### src/rtl/serial_deserializer_if.sv
// Handshake and serial-stream signals of serial_deserializer, grouped as one bundle.
// The master side drives the serial stream and Ack; the slave side is the receiver.
interface serial_deserializer_if #(
  parameter int N = 8
);
  logic         SerIn;
  logic         SerEn;
  logic         Sync;
  logic         Ack;
  logic [N-1:0] Q;
  logic         Valid;
  logic         Overrun;
  logic         Busy;
  logic         ParErr;

  modport master (
    output SerIn, SerEn, Sync, Ack,
    input  Q, Valid, Overrun, Busy, ParErr
  );

  modport slave (
    input  SerIn, SerEn, Sync, Ack,
    output Q, Valid, Overrun, Busy, ParErr
  );
endinterface

### src/rtl/serial_deserializer.sv
// Strobed serial-to-parallel receiver (MSB first) with Valid/Ack handshake, sticky overrun and resync.
// Optional even-parity frame check is enabled by defining PARITY_CHECK_EN.
module serial_deserializer #(
  parameter int N = 8
) (
  input  logic                  CLK,
  input  logic                  RST,
  serial_deserializer_if.slave  bus
);

`ifdef PARITY_CHECK_EN
  localparam int F = N + 1;
`else
  localparam int F = N;
`endif
  localparam int CW = $clog2(F);
  // The final strobe of a frame goes straight into Q, so S only ever holds F-1 bits.
  localparam int SW = F - 1;

  typedef enum logic {
    IDLE,
    SHIFT
  } state_e;

  state_e          state_q, state_d;
  logic [CW-1:0]   cnt_q, cnt_d;
  logic [SW-1:0]   s_q, s_d;
  logic [N-1:0]    q_q, q_d;
  logic            valid_q, valid_d;
  logic            overrun_q, overrun_d;
  logic            complete;
`ifdef PARITY_CHECK_EN
  logic            parerr_q, parerr_d;
`endif

  always_comb begin
    // NOTE: every next-state value gets a default first, so no path can infer a latch.
    state_d   = state_q;
    cnt_d     = cnt_q;
    s_d       = s_q;
    q_d       = q_q;
    valid_d   = valid_q;
    overrun_d = overrun_q;
`ifdef PARITY_CHECK_EN
    parerr_d  = parerr_q;
`endif
    complete  = bus.SerEn && !bus.Sync && (cnt_q == CW'(F - 1));

    if (bus.Sync) begin
      // Resync beats completion; a coincident strobe becomes bit 1 of the new word.
      if (bus.SerEn) begin
        s_d     = SW'(bus.SerIn);
        cnt_d   = CW'(1);
        state_d = SHIFT;
      end else begin
        s_d     = '0;
        cnt_d   = '0;
        state_d = IDLE;
      end
    end else if (bus.SerEn) begin
      s_d = (s_q << 1) | SW'(bus.SerIn);
      if (complete) begin
        cnt_d   = '0;
        state_d = IDLE;
`ifdef PARITY_CHECK_EN
        q_d      = s_q;
        parerr_d = ^{s_q, bus.SerIn};
`else
        q_d      = {s_q, bus.SerIn};
`endif
      end else begin
        cnt_d   = cnt_q + CW'(1);
        state_d = SHIFT;
      end
    end

    if (bus.Ack && valid_q && !complete) begin
      valid_d   = 1'b0;
      overrun_d = 1'b0;
    end
    if (complete) begin
      valid_d = 1'b1;
      if (valid_q && !bus.Ack) overrun_d = 1'b1;
    end
  end

  // NOTE: sequential state uses non-blocking assignments only; the reset is asynchronous.
  always_ff @(posedge CLK or posedge RST) begin
    if (RST) begin
      state_q   <= IDLE;
      cnt_q     <= '0;
      s_q       <= '0;
      q_q       <= '0;
      valid_q   <= 1'b0;
      overrun_q <= 1'b0;
`ifdef PARITY_CHECK_EN
      parerr_q  <= 1'b0;
`endif
    end else begin
      state_q   <= state_d;
      cnt_q     <= cnt_d;
      s_q       <= s_d;
      q_q       <= q_d;
      valid_q   <= valid_d;
      overrun_q <= overrun_d;
`ifdef PARITY_CHECK_EN
      parerr_q  <= parerr_d;
`endif
    end
  end

  assign bus.Q       = q_q;
  assign bus.Valid   = valid_q;
  assign bus.Overrun = overrun_q;
  assign bus.Busy    = (state_q == SHIFT);
`ifdef PARITY_CHECK_EN
  assign bus.ParErr  = parerr_q;
`else
  assign bus.ParErr  = 1'b0;
`endif

endmodule

### src/flat_wrapper.sv
// flat-port wrapper written by rule: the top's interface ports become plain ports
module serial_deserializer_flat 
#(
  parameter int N = 8
)
  (CLK, RST, bus_SerIn, bus_SerEn, bus_Sync, bus_Ack, bus_Q, bus_Valid, bus_Overrun, bus_Busy, bus_ParErr);
  serial_deserializer_if #(.N(N)) bus_i ();
  input  logic CLK;
  input  logic RST;
  input wire logic [$bits(bus_i.SerIn)-1:0] bus_SerIn;
  input wire logic [$bits(bus_i.SerEn)-1:0] bus_SerEn;
  input wire logic [$bits(bus_i.Sync)-1:0] bus_Sync;
  input wire logic [$bits(bus_i.Ack)-1:0] bus_Ack;
  output wire logic [$bits(bus_i.Q)-1:0] bus_Q;
  output wire logic [$bits(bus_i.Valid)-1:0] bus_Valid;
  output wire logic [$bits(bus_i.Overrun)-1:0] bus_Overrun;
  output wire logic [$bits(bus_i.Busy)-1:0] bus_Busy;
  output wire logic [$bits(bus_i.ParErr)-1:0] bus_ParErr;
  assign bus_i.SerIn = bus_SerIn;
  assign bus_i.SerEn = bus_SerEn;
  assign bus_i.Sync = bus_Sync;
  assign bus_i.Ack = bus_Ack;
  assign bus_Q = bus_i.Q;
  assign bus_Valid = bus_i.Valid;
  assign bus_Overrun = bus_i.Overrun;
  assign bus_Busy = bus_i.Busy;
  assign bus_ParErr = bus_i.ParErr;
  serial_deserializer #(.N(N)) u_core (.CLK(CLK), .RST(RST), .bus(bus_i));
endmodule
### config.mk
export PLATFORM = sky130hd
export DESIGN_NAME = serial_deserializer_flat
export DESIGN_NICKNAME = d
export VERILOG_FILES = /design/src/rtl/serial_deserializer_if.sv /design/src/rtl/serial_deserializer.sv /design/src/flat_wrapper.sv
export SDC_FILE = /design/constraint.sdc
export NUM_CORES = 1
export LEC_CHECK = 0
export CAP_MARGIN = 40
export CORE_AREA = 5 5 50 52
export CTS_CLUSTER_SIZE = 24
export DETAILED_ROUTE_END_ITERATION = 8
export DIE_AREA = 0 0 55 57
export PLACE_DENSITY_LB_ADDON = 0.3
export SYNTH_ARGS = -nofsm -noshare
export SYNTH_HDL_FRONTEND = slang
export SYNTH_SLANG_ARGS = --single-unit
### constraint.sdc
create_clock -name CLK -period 2 [get_ports CLK]
set_input_delay 0.3 -clock CLK [delete_from_list [all_inputs] [get_ports CLK]]
set_output_delay 0.3 -clock CLK [all_outputs]
set_load 0.01 [all_outputs]
After elaboration in Yosys (flattened, before gate mapping). Cells that the tools add are included.

Register bits after elaboration: 21. Bits of input ports: 6. Output and inout bits: 12. Logic and storage cells: 37.

Add/sub/neg operators: 1. Equality and inequality tests: 1. Mux-type cells: 16. Bitwise operators: 2. Reduce and logical (&&, ||, !) cells: 11.

Operators by type and width (number): two-way mux 7 bit (2); two-way mux 1 bit (11); two-way mux 3 bit (3); bitwise OR 7 x 1 -> 7 bit (1); logical AND 1 bit (5); nonzero test 2 bit (2); adder 3 x 1 -> 3 bit (second input constant) (1); equality test 3 bit (second input constant) (1); logical NOT 1 bit (3); AND reduction 3 bit (1); NOT 1 bit (1).

Logic depth before layout (Yosys ltp). Gate-level depths: netlist of run 1.

Word-level depth: 8. Mapped depth: 5. Gate-level depth less buffers: 5.

Least setup slack after synthesis of run 1. OpenSTA, ideal clock, no wires.

Kind: register to register. Start: register u_core.cnt_q[0]. End: register u_core.q_q[0], in the netlist u_core.bus.Q[0]. Library setup time: 0.125 ns. Arrival time: 1.316 ns. Data required time: 1.875 ns. Slack: 0.559 ns. Stages on the path, launching flop included: 6. Buffers on the path: 1. Clock period less this slack: 1.441 ns. Cells stage by stage: dfrtp_1 > ha_1 > ha_1 > nand3b_2 > buf_6 > mux2_4.

Word-level cells in the longest chain between the ends: 3.

Ends and longest elaborated chain: start, declared (RTL line serial_deserializer.sv:26) `logic [CW-1:0] cnt_q, cnt_d;`; start signal, assigned (RTL line serial_deserializer.sv:101) `cnt_q <= cnt_d;`; equality test 3 bit (RTL line serial_deserializer.sv:47) `complete = bus.SerEn && !bus.Sync && (cnt_q == CW'(F - 1));`; logical AND 1 bit (RTL line serial_deserializer.sv:47); AND reduction 3 bit (no source line); end signal, assigned (RTL line serial_deserializer.sv:103) `q_q <= q_d;`; end, declared (RTL line serial_deserializer.sv:28) `logic [N-1:0] q_q, q_d;`.

Every way passes these cells. A chain may end at the register's enable or synchronous reset.

Worst setup path in the final report of run 1.
Start: register u_core.cnt_q[0]. End: register u_core.q_q[3], in the netlist u_core.bus.Q[3].

The elaborated chain is that of the path after synthesis.

==> results by group, run 1 <==
Global route
  – First-pass GRT wire length: 2.608 mm
  – Tot GR Track Use: 11.04%
  – Grt total ovfl: 0
  – Vias in the first global route: 571
  – Largest net degree at the start of global routing: 22
  – Antenna violations before repair: 0

Critical path
  – CP Capture Type: flop
  – CP cell instances: ha_1 > ha_1 > nand3b_2 > mux2_2
  – Most used cell along the critical path: ha_1
  – CP Launch Type: flop
  – Slowest Stage Delay on Critical Path: 410 ps
  – Crit-path slowest cell: dfrtp_1
  – Critical Path Fanout Max: 11
  – Crit path DAT: 1810 ps
  – CP Class: reg -> reg
  – Critical Path RT: 2190 ps

Detailed routing
  – Final ANT Viol Nets: 0
  – Detailed-route vias per instance: 4.617
  – First-pass detailed-route iteration total: 1
  – Wirelength, routed: 1.495 mm
  – DRT iter0 DRCs: 0
  – Routed via count: 554
  – Routed WL per cell: 12.46 um
  – Remaining DRCs: 0

Clock tree
  – H-tree levels: 1
  – Worst-Skew Late Latency: 290 ps
  – # hold bufs at CTS: 0
  – Num CTS Buffers: 3
  – Post-CTS setup buffers: 0
  – Max clock buf depth: 2
  – Worst-path clk slew: 110 ps
  – CTS Sinks: 21
  – CTS resizes: 0
  – CTS tree: yes
  – CTS root buffer: clkbuf_4

Yosys
  – Syn avg cell area: 12.48 um2
  – Yosys reg bits: 21
  – Post-synthesis xor/xnor area fraction: 0%
  – Portion of netlist area occupied by mux cells: 19.37%
  – Synthesized Nets: 81
  – Warnings, synthesis: 0
  – Synth Area in Compound Gates: 5.220%
  – Cell variety after synth: 18
  – Sequential share of the synthesized area: 57.69%
  – Gate count of the mapped netlist: 73
  – Adder-cell share of the synthesized area: 2.747%
  – Post-Synth Simple-Gate Area: 10.03%
  – Cell Area, Synth: 910.9 um2
  – Largest family of logic cells by synthesized area: multiplexers

Floorplan
  – Num rows: 17
  – Die area: 3135 um2
  – Die X: 55 um
  – Starting density of the core: 44.15%
  – IO Pins: 18
  – Die Y: 57 um
  – Core Region: 2063 um2

Run
  – Max-cap violations: 0

Timing
  – RSZ-0062 raised after global routing: no
  – Clock skew: 4.475 ps
  – Setup TNS: 0 ps
  – Top achievable clock speed: 616.4 MHz
  – Period utilization: 81.11%
  – Final setup viols: 0
  – Final min period: 1622 ps
  – Hold Fails Final Rpt: 0
  – Max Slew Vio Count: 0

Placed design
  – Port buffer count: 16
  – Gpl congestion: 0.6743
  – Placed instance area: 1099 um2
  – Hpwl dp: 1.081 mm

Status
  – Status: finished, final reports clean

Cells and area
  – Layout fillers: 189
  – Share of layout cells above drive strength 1: 17.39%
  – Area delta synth->final: 23.63%
  – Fin area: 1126 um2
  – Antenna cells: 0
  – Nets: 101

Power and ir drop
  – Pwr dens: 615.9 nW/um2
  – Static Leak: 0.5686 nW
  – Worst VDD drop: 455.7 uV

Min path
  – Hold Path Class: in -> async
-- where the power goes --
part	switching (W)	internal (W)
combinational	0.0000314	0.0000312
sequential	0.00000700	0.000435
clock	0.000115	0.0000741
-- worst paths after layout --
check | from | endpoint | slack, ps | cells past startpoint
max | u_core.cnt_q[0] | u_core.bus.Q[3] | 380 | 4
min | RST | u_core.s_q[0] | 340 | 3
max reg2reg | u_core.cnt_q[0] | u_core.bus.Q[3] | 380 | 4
min reg2reg | u_core.bus.Q[3] | u_core.bus.Q[3] | 520 | 1
max in group asynchronous | RST | u_core.s_q[5] | 1450 | 3
min in group CLK | u_core.bus.Q[3] | u_core.bus.Q[3] | 520 | 1
-- critical path, delay by kind of cell, from the launching register on --
kind | cells | cell delay (ps)
adder cells (fa/ha/maj) | 2 | 430
flip-flops | 1 | 410
multiplexers | 1 | 380
AND/OR/NAND/NOR | 1 | 300
-- stage by stage --
stage                     hold slack (ps)  instances  worst slack, ps  util [%]  power (W)
after detailed placement            496.9        116            331.3     53.24  0.0005131
after CTS                           349.3        120            347.5     54.58  0.0007051
after floorplan                     276.5         73            559.0         -  0.0004859
after global routing                354.5        120            297.7     54.58  0.0007352
after global placement              491.7        116            353.9     53.24  0.0005122
final                               337.1        120            377.8     54.58  0.0006935
-- registers in the layout (all words and copies together) (netlist names) --
name                cells
u_core.bus.Q            8
u_core.s_q              7
u_core.cnt_q            3
u_core.bus.Busy         1
u_core.bus.Overrun      1
u_core.bus.Valid        1
-- synth_stat cells --
library cell,number,share of area [%]
nand2_1,3,1.2
nor2b_1,4,2.7
nand3b_2,1,1.2
inv_1,3,1.2
mux2i_1,6,6.6
o21a_1,1,0.82
nand2b_1,1,0.69
clkbuf_1,1,0.41
nor2_1,10,4.1
a21oi_1,3,1.6
o21ai_0,5,2.7
conb_1,1,0.41
dfrtp_1,21,58
mux2_4,7,12
buf_6,1,1.2
buf_4,2,1.6
mux2_2,1,1.2
ha_1,2,2.7
-- metal layers --
metal  GRT usage, %  wire length, um
met5              0                0
met3          3.916              100
met1          14.98              681
met4          2.083               11
met2          17.06              701
-- cell type report --
cell class / count / area (um2) / area share, %
clock buffers: 3 / 22.52 / 2.000
inverters: 3 / 11.26 / 1.000
well taps: 28 / 35.03 / 3.111
flip-flops and latches: 21 / 525.5 / 46.67
multi-input cells: 45 / 344.1 / 30.56
repair buffers: 19 / 182.7 / 16.22
clock inverters: 1 / 5.005 / 0.4444
-- cells in the final DEF (no fill, tap or decap), drive strengths merged --
master,count
mux2,8
ha,2
clkbuf,3
dfrtp,21
nand2b,1
nand3b,1
o21a,1
clkinv,1
nor2b,4
clkdlybuf4s50,16
conb,1
inv,3
mux2i,6
a21oi,3
buf,3
nand2,3
nor2,10
o21ai,5
-- cells by family (layout without fill, tap and decap cells) --
kind of cell,after synthesis,after routing
buf+inv,7,26
compound gates,9,9
fa+ha+maj,2,2
simple gates,19,19
flops,21,21
other cells,1,1
mux,14,14
Note: power is estimated with default switching activity, not from simulation.
==> inputs of run 2 (changes only) <==
clock period = 1.5 ns   (was 2 ns; I/O delays follow)
==> run 2 against run 1 <==
  * Clock skew decreased by 3.2 ps
  * Clock-buffer cell count increased by 1
  * Critical path type unchanged
  * Total power increased by 36%
  * Worst hold slack got worse by 96 ps
  * Routed wire length increased by 7.4%
==> results by group, run 2 (synthesis results as in run 1) <==
Clock tree
  – CTS Sinks: 21
  – CTS root buffer: clkbuf_4
  – Worst-Skew Late Latency: 290 ps
  – Max clock buf depth: 2
  – Num CTS Buffers: 3
  – # hold bufs at CTS: 0
  – H-tree levels: 1
  – Worst-path clk slew: 110 ps
  – CTS tree: yes

Detailed routing
  – Wirelength, routed: 1.606 mm
  – Routed WL per cell: 12.85 um
  – DRT iter0 DRCs: 10
  – Routed via count: 592
  – First-pass detailed-route iteration total: 4
  – Final ANT Viol Nets: 0
  – Remaining DRCs: 0
  – Detailed-route vias per instance: 4.736

Critical path
  – CP Class: reg -> reg
  – Critical register-to-register path startpoint: u_core.cnt_q[0]
  – Critical Path RT: 1690 ps
  – Crit path DAT: 1630 ps
  – Reg2reg path depth: 5
  – CP Capture Type: flop
  – Critical Path Fanout Max: 9
  – Reg2Reg Setup Slack: 60 ps
  – FF-to-FF End: u_core.bus.Q[3]
  – CP Launch Type: flop

Cells and area
  – Share of layout cells above drive strength 1: 22.68%
  – Area delta synth->final: 32.14%
  – Nets: 106
  – Antenna cells: 0
  – Most frequent cells in the layout: dfrtp_1, clkdlybuf4s50_1, nor2_1
  – Layout fillers: 185
  – Area of the multi-input gates: 367.9 um2
  – Most common cell after layout, fill and taps aside: dfrtp_1
  – Reg area: 525.5 um2
  – Fin area: 1204 um2
  – Max FFs per register: 8

Floorplan
  – Core Region: 2063 um2
  – Die area: 3135 um2
  – Die Y: 57 um
  – Num rows: 17
  – IO Pins: 18
  – Starting density of the core: 44.15%
  – Die X: 55 um

Power and ir drop
  – Static Leak: 0.6448 nW
  – Pwr dens: 785.4 nW/um2
  – Worst VDD drop: 668.0 uV

Timing
  – Max Slew Vio Count: 0
  – Final setup viols: 0
  – Period utilization: 95.90%
  – Clock skew: 1.279 ps
  – Final min period: 1438 ps
  – Top achievable clock speed: 695.2 MHz
  – Setup TNS: 0 ps
  – Hold Fails Final Rpt: 0
  – RSZ-0062 raised after global routing: no

Run
  – Max-cap violations: 0

Global route
  – Antenna violations before repair: 0
  – Largest net degree at the start of global routing: 22
  – Vias in the first global route: 552
  – Tot GR Track Use: 11.13%
  – First-pass GRT wire length: 2.539 mm
  – Grt total ovfl: 0

Placed design
  – Hpwl dp: 1.120 mm
  – Placed instance area: 1141 um2
  – Port buffer count: 16
  – Gpl congestion: 0.7060

Status
  – Status: finished, final reports clean

Min path
  – Hold Path Class: in -> async
## run 2: power breakdown
| part | switching [W] | internal, W |
|---|---|---|
| Clock | 0.000156 | 0.000103 |
| Sequential | 0.00000939 | 0.000579 |
| Combinational | 0.0000461 | 0.0000510 |
| Total | 0.000212 | 0.000734 |
## run 2: worst max-delay path, cell delays in order, from the launching register on
cell and delay [ps]:
dfrtp_1 400, ha_2 200, ha_4 170, nand3b_4 90, buf_12 140, mux2_2 330
## run 2: routing by layer
layer	routed length, um	vias to the layer above	track usage (%)
met5	0	-	0
met4	17	0	4.167
met3	90	4	2.611
met2	783	19	16.22
met1	715	282	16.01
li1	-	287	-
## run 2: per-stage QoR
step | power, W | cells | setup slack, ps | utilization [%] | hold WS, ps
after floorplan | 0.0006479 | 73 | 59.04 | - | 201.5
after CTS | 0.0009458 | 124 | 27.80 | 57.13 | 250.9
final | 0.0009453 | 125 | 61.53 | 58.34 | 241.3
after detailed placement | 0.0006889 | 120 | -1.175 | 55.31 | 495.8
after global routing | 0.0009939 | 125 | 3.588 | 58.34 | 277.5
after global placement | 0.0006867 | 120 | 3.319 | 55.31 | 487.1
## run 2: timing repair
action,CTS,global route
setup endpoints to repair,2,3
resized for setup,2,4
buffers inserted,0,1
## run 2: cell type report
cell class / count / area share [%]
flip-flops and latches: 21 / 43.66
multi-input cells: 45 / 30.56
repair buffers: 24 / 19.75
well taps: 28 / 2.911
clock buffers: 4 / 2.183
inverters: 3 / 0.9356
## run 2: worst max-delay path by stage
| stage | start | to | slack (ps) |
|---|---|---|---|
| after global routing | u_core.bus.Q[2] | bus_Q[2] | 4 |
| final | u_core.cnt_q[0] | u_core.bus.Q[3] | 60 |
| after CTS | u_core.cnt_q[0] | u_core.bus.Q[3] | 30 |
| after floorplan | u_core.cnt_q[0] | u_core.bus.Q[0] | 60 |
| after global placement | u_core.cnt_q[0] | u_core.bus.Q[3] | 3 |
| after detailed placement | u_core.cnt_q[0] | u_core.bus.Q[3] | -1 |
==> inputs of run 3 (changes only) <==
CORE_AREA = 5 5 49 51   (was 5 5 50 52)
DIE_AREA = 0 0 54 56   (was 0 0 55 57)
DONT_BUFFER_PORTS = 1   (was not set)
==> run 3 against run 2 <==
  * Fmax is 0.85% lower
  * Flip-flop and latch count unchanged
  * Final area is 14% lower
  * Global-route usage rose by 0.078 points
  * Clock power is 2% higher
  * Routed wire length is 5.2% lower
  * Final cell count is 14% lower
  * Register-to-register slack is essentially flat
  * Core utilization fell by 3.9 points
  * Sequential power about the same
  * Worst hold slack worse by 200 ps
  * Critical endpoint is now u_core.bus.Q[1]
==> results by group, run 3 (synthesis results as in run 1) <==
Critical path
  – CP Capture Type: flop
  – CP Class: reg -> reg
  – Critical Path RT: 1680 ps
  – Crit path DAT: 1630 ps
  – CP Launch Type: flop
  – Critical Path Fanout Max: 10

Timing
  – Hold Fails Final Rpt: 0
  – Final worst slack: 49.23 ps
  – Clock skew: 8.209 ps
  – Period utilization: 96.72%
  – Max Slew Vio Count: 0
  – Setup TNS: 0 ps
  – Final setup viols: 0
  – RSZ-0062 raised after global routing: no
  – Top achievable clock speed: 689.3 MHz
  – Final min period: 1451 ps

Clock tree
  – Worst-path clk slew: 120 ps
  – Worst-Skew Late Latency: 290 ps
  – CTS root buffer: clkbuf_4
  – CTS Sinks: 21
  – H-tree levels: 1
  – CTS tree: yes
  – Max clock buf depth: 2
  – Num CTS Buffers: 3

Cells and area
  – Nets: 90
  – Max FFs per register: 8
  – Share of layout cells above drive strength 1: 23.46%
  – Most frequent cells in the layout: dfrtp_1, nor2_1, mux2_4
  – Final core occ: 54.47%
  – Fin area: 1036 um2
  – Antenna cells: 0
  – Area delta synth->final: 13.74%
  – Most common cell after layout, fill and taps aside: dfrtp_1

Power and ir drop
  – Pwr dens: 886.1 nW/um2
  – Clock Power Share: 28.8%
  – Overall Power: 0.0009180 W
  – Static Leak: 0.5493 nW
  – Sw frac: 22.17%
  – Sw Pwr: 0.0002035 W
  – Seq pwr share: 64.3%
  – Worst VDD drop: 512.3 uV
  – Gate power share: 7.0%
  – Int Power: 0.0007145 W

Placed design
  – Port buffer count: 0
  – Setup slack at placement: 29.30 ps
  – Gpl congestion: 0.7452
  – Placed instance area: 957.2 um2

Detailed routing
  – Remaining DRCs: 0
  – Routed via count: 527
  – Final ANT Viol Nets: 0
  – Wirelength, routed: 1.523 mm
  – Detailed-route vias per instance: 4.880
  – Routed WL per cell: 14.10 um
  – DRT iter0 DRCs: 4
  – First-pass detailed-route iteration total: 3

Floorplan
  – Core Region: 1902 um2
  – Die area: 3024 um2
  – Die Y: 56 um
  – Num rows: 16
  – IO Pins: 18
  – Starting density of the core: 47.89%
  – Die X: 54 um

Global route
  – Vias in the first global route: 556
  – Tot GR Track Use: 11.21%
  – Largest net degree at the start of global routing: 16
  – Grt total ovfl: 0
  – Antenna violations before repair: 0
  – First-pass GRT wire length: 2.573 mm

Min path
  – Hold Path Class: in -> reg

Status
  – Status: finished, final reports clean

Run
  – Max-cap violations: 0
## run 3: changes by cell type in the layout (fill, tap and decap cells not counted), moves of 2 or more
cell	change
buf_4	-3
clkdlybuf4s50_1	-14
dlygate4sd3_1	+3
dlymetal6s2s_1	-2
## run 3: worst max-delay path, stage by stage, from the launching register on
cell	delay, ps
dfrtp_1	410
ha_1	210
ha_2	200
nand3b_4	100
buf_12	140
mux2_4	290
## run 3: cell type report
cell class | instances | area, um2
fillers | 171 | 865.8
well taps | 27 | 33.78
multi-input cells | 45 | 355.3
inverters | 3 | 11.26
clock buffers | 3 | 22.52
repair buffers | 8 | 80.08
clock inverters | 1 | 7.507
flip-flops and latches | 21 | 525.5
## run 3: stage by stage
step	cells	hold slack (ps)
3_3_place_gp	100	44.63
4_1_cts	108	32.99
3_5_place_dp	100	54.62
5_1_grt	108	43.44
2_1_floorplan	73	201.5
6_report	108	40.24
## run 3: final timing paths
path                                  from         endpoint  slack [ps]  cells after the start
max                        u_core.cnt_q[0]  u_core.bus.Q[1]          50                      5
min                              bus_SerEn    u_core.s_q[0]          40                      1
max reg2reg                u_core.cnt_q[0]  u_core.bus.Q[1]          50                      5
min reg2reg                  u_core.s_q[6]  u_core.bus.Q[7]         540                      1
max in group asynchronous              RST    u_core.s_q[2]         730                      3
min in group asynchronous              RST  u_core.bus.Busy         280                      2
## run 3: power groups by stage
stage | clock (W) | combinational (W) | sequential, W
2_1_floorplan | 0 | 0.0000490 | 0.000599
4_1_cts | 0.000275 | 0.0000642 | 0.000590
3_3_place_gp | 0 | 0.0000501 | 0.000601
6_report | 0.000264 | 0.0000639 | 0.000590
3_5_place_dp | 0 | 0.0000512 | 0.000602
5_1_grt | 0.000297 | 0.0000741 | 0.000592
## run 3: what timing repair did
action | CTS | global route
hold endpoints to repair | 15 | 0
hold buffers | 3 | 0
buffers inserted | 1 | 0
setup endpoints to repair | 1 | 7
gates resized for setup | 0 | 2
## run 3: routing by layer
layer | up-vias | global-route usage (%) | wire length, um
met5 | - | 0 | 0
met2 | 11 | 17.99 | 755
li1 | 255 | - | -
met1 | 259 | 14.33 | 661
met3 | 2 | 4.021 | 93
met4 | 0 | 2.135 | 12
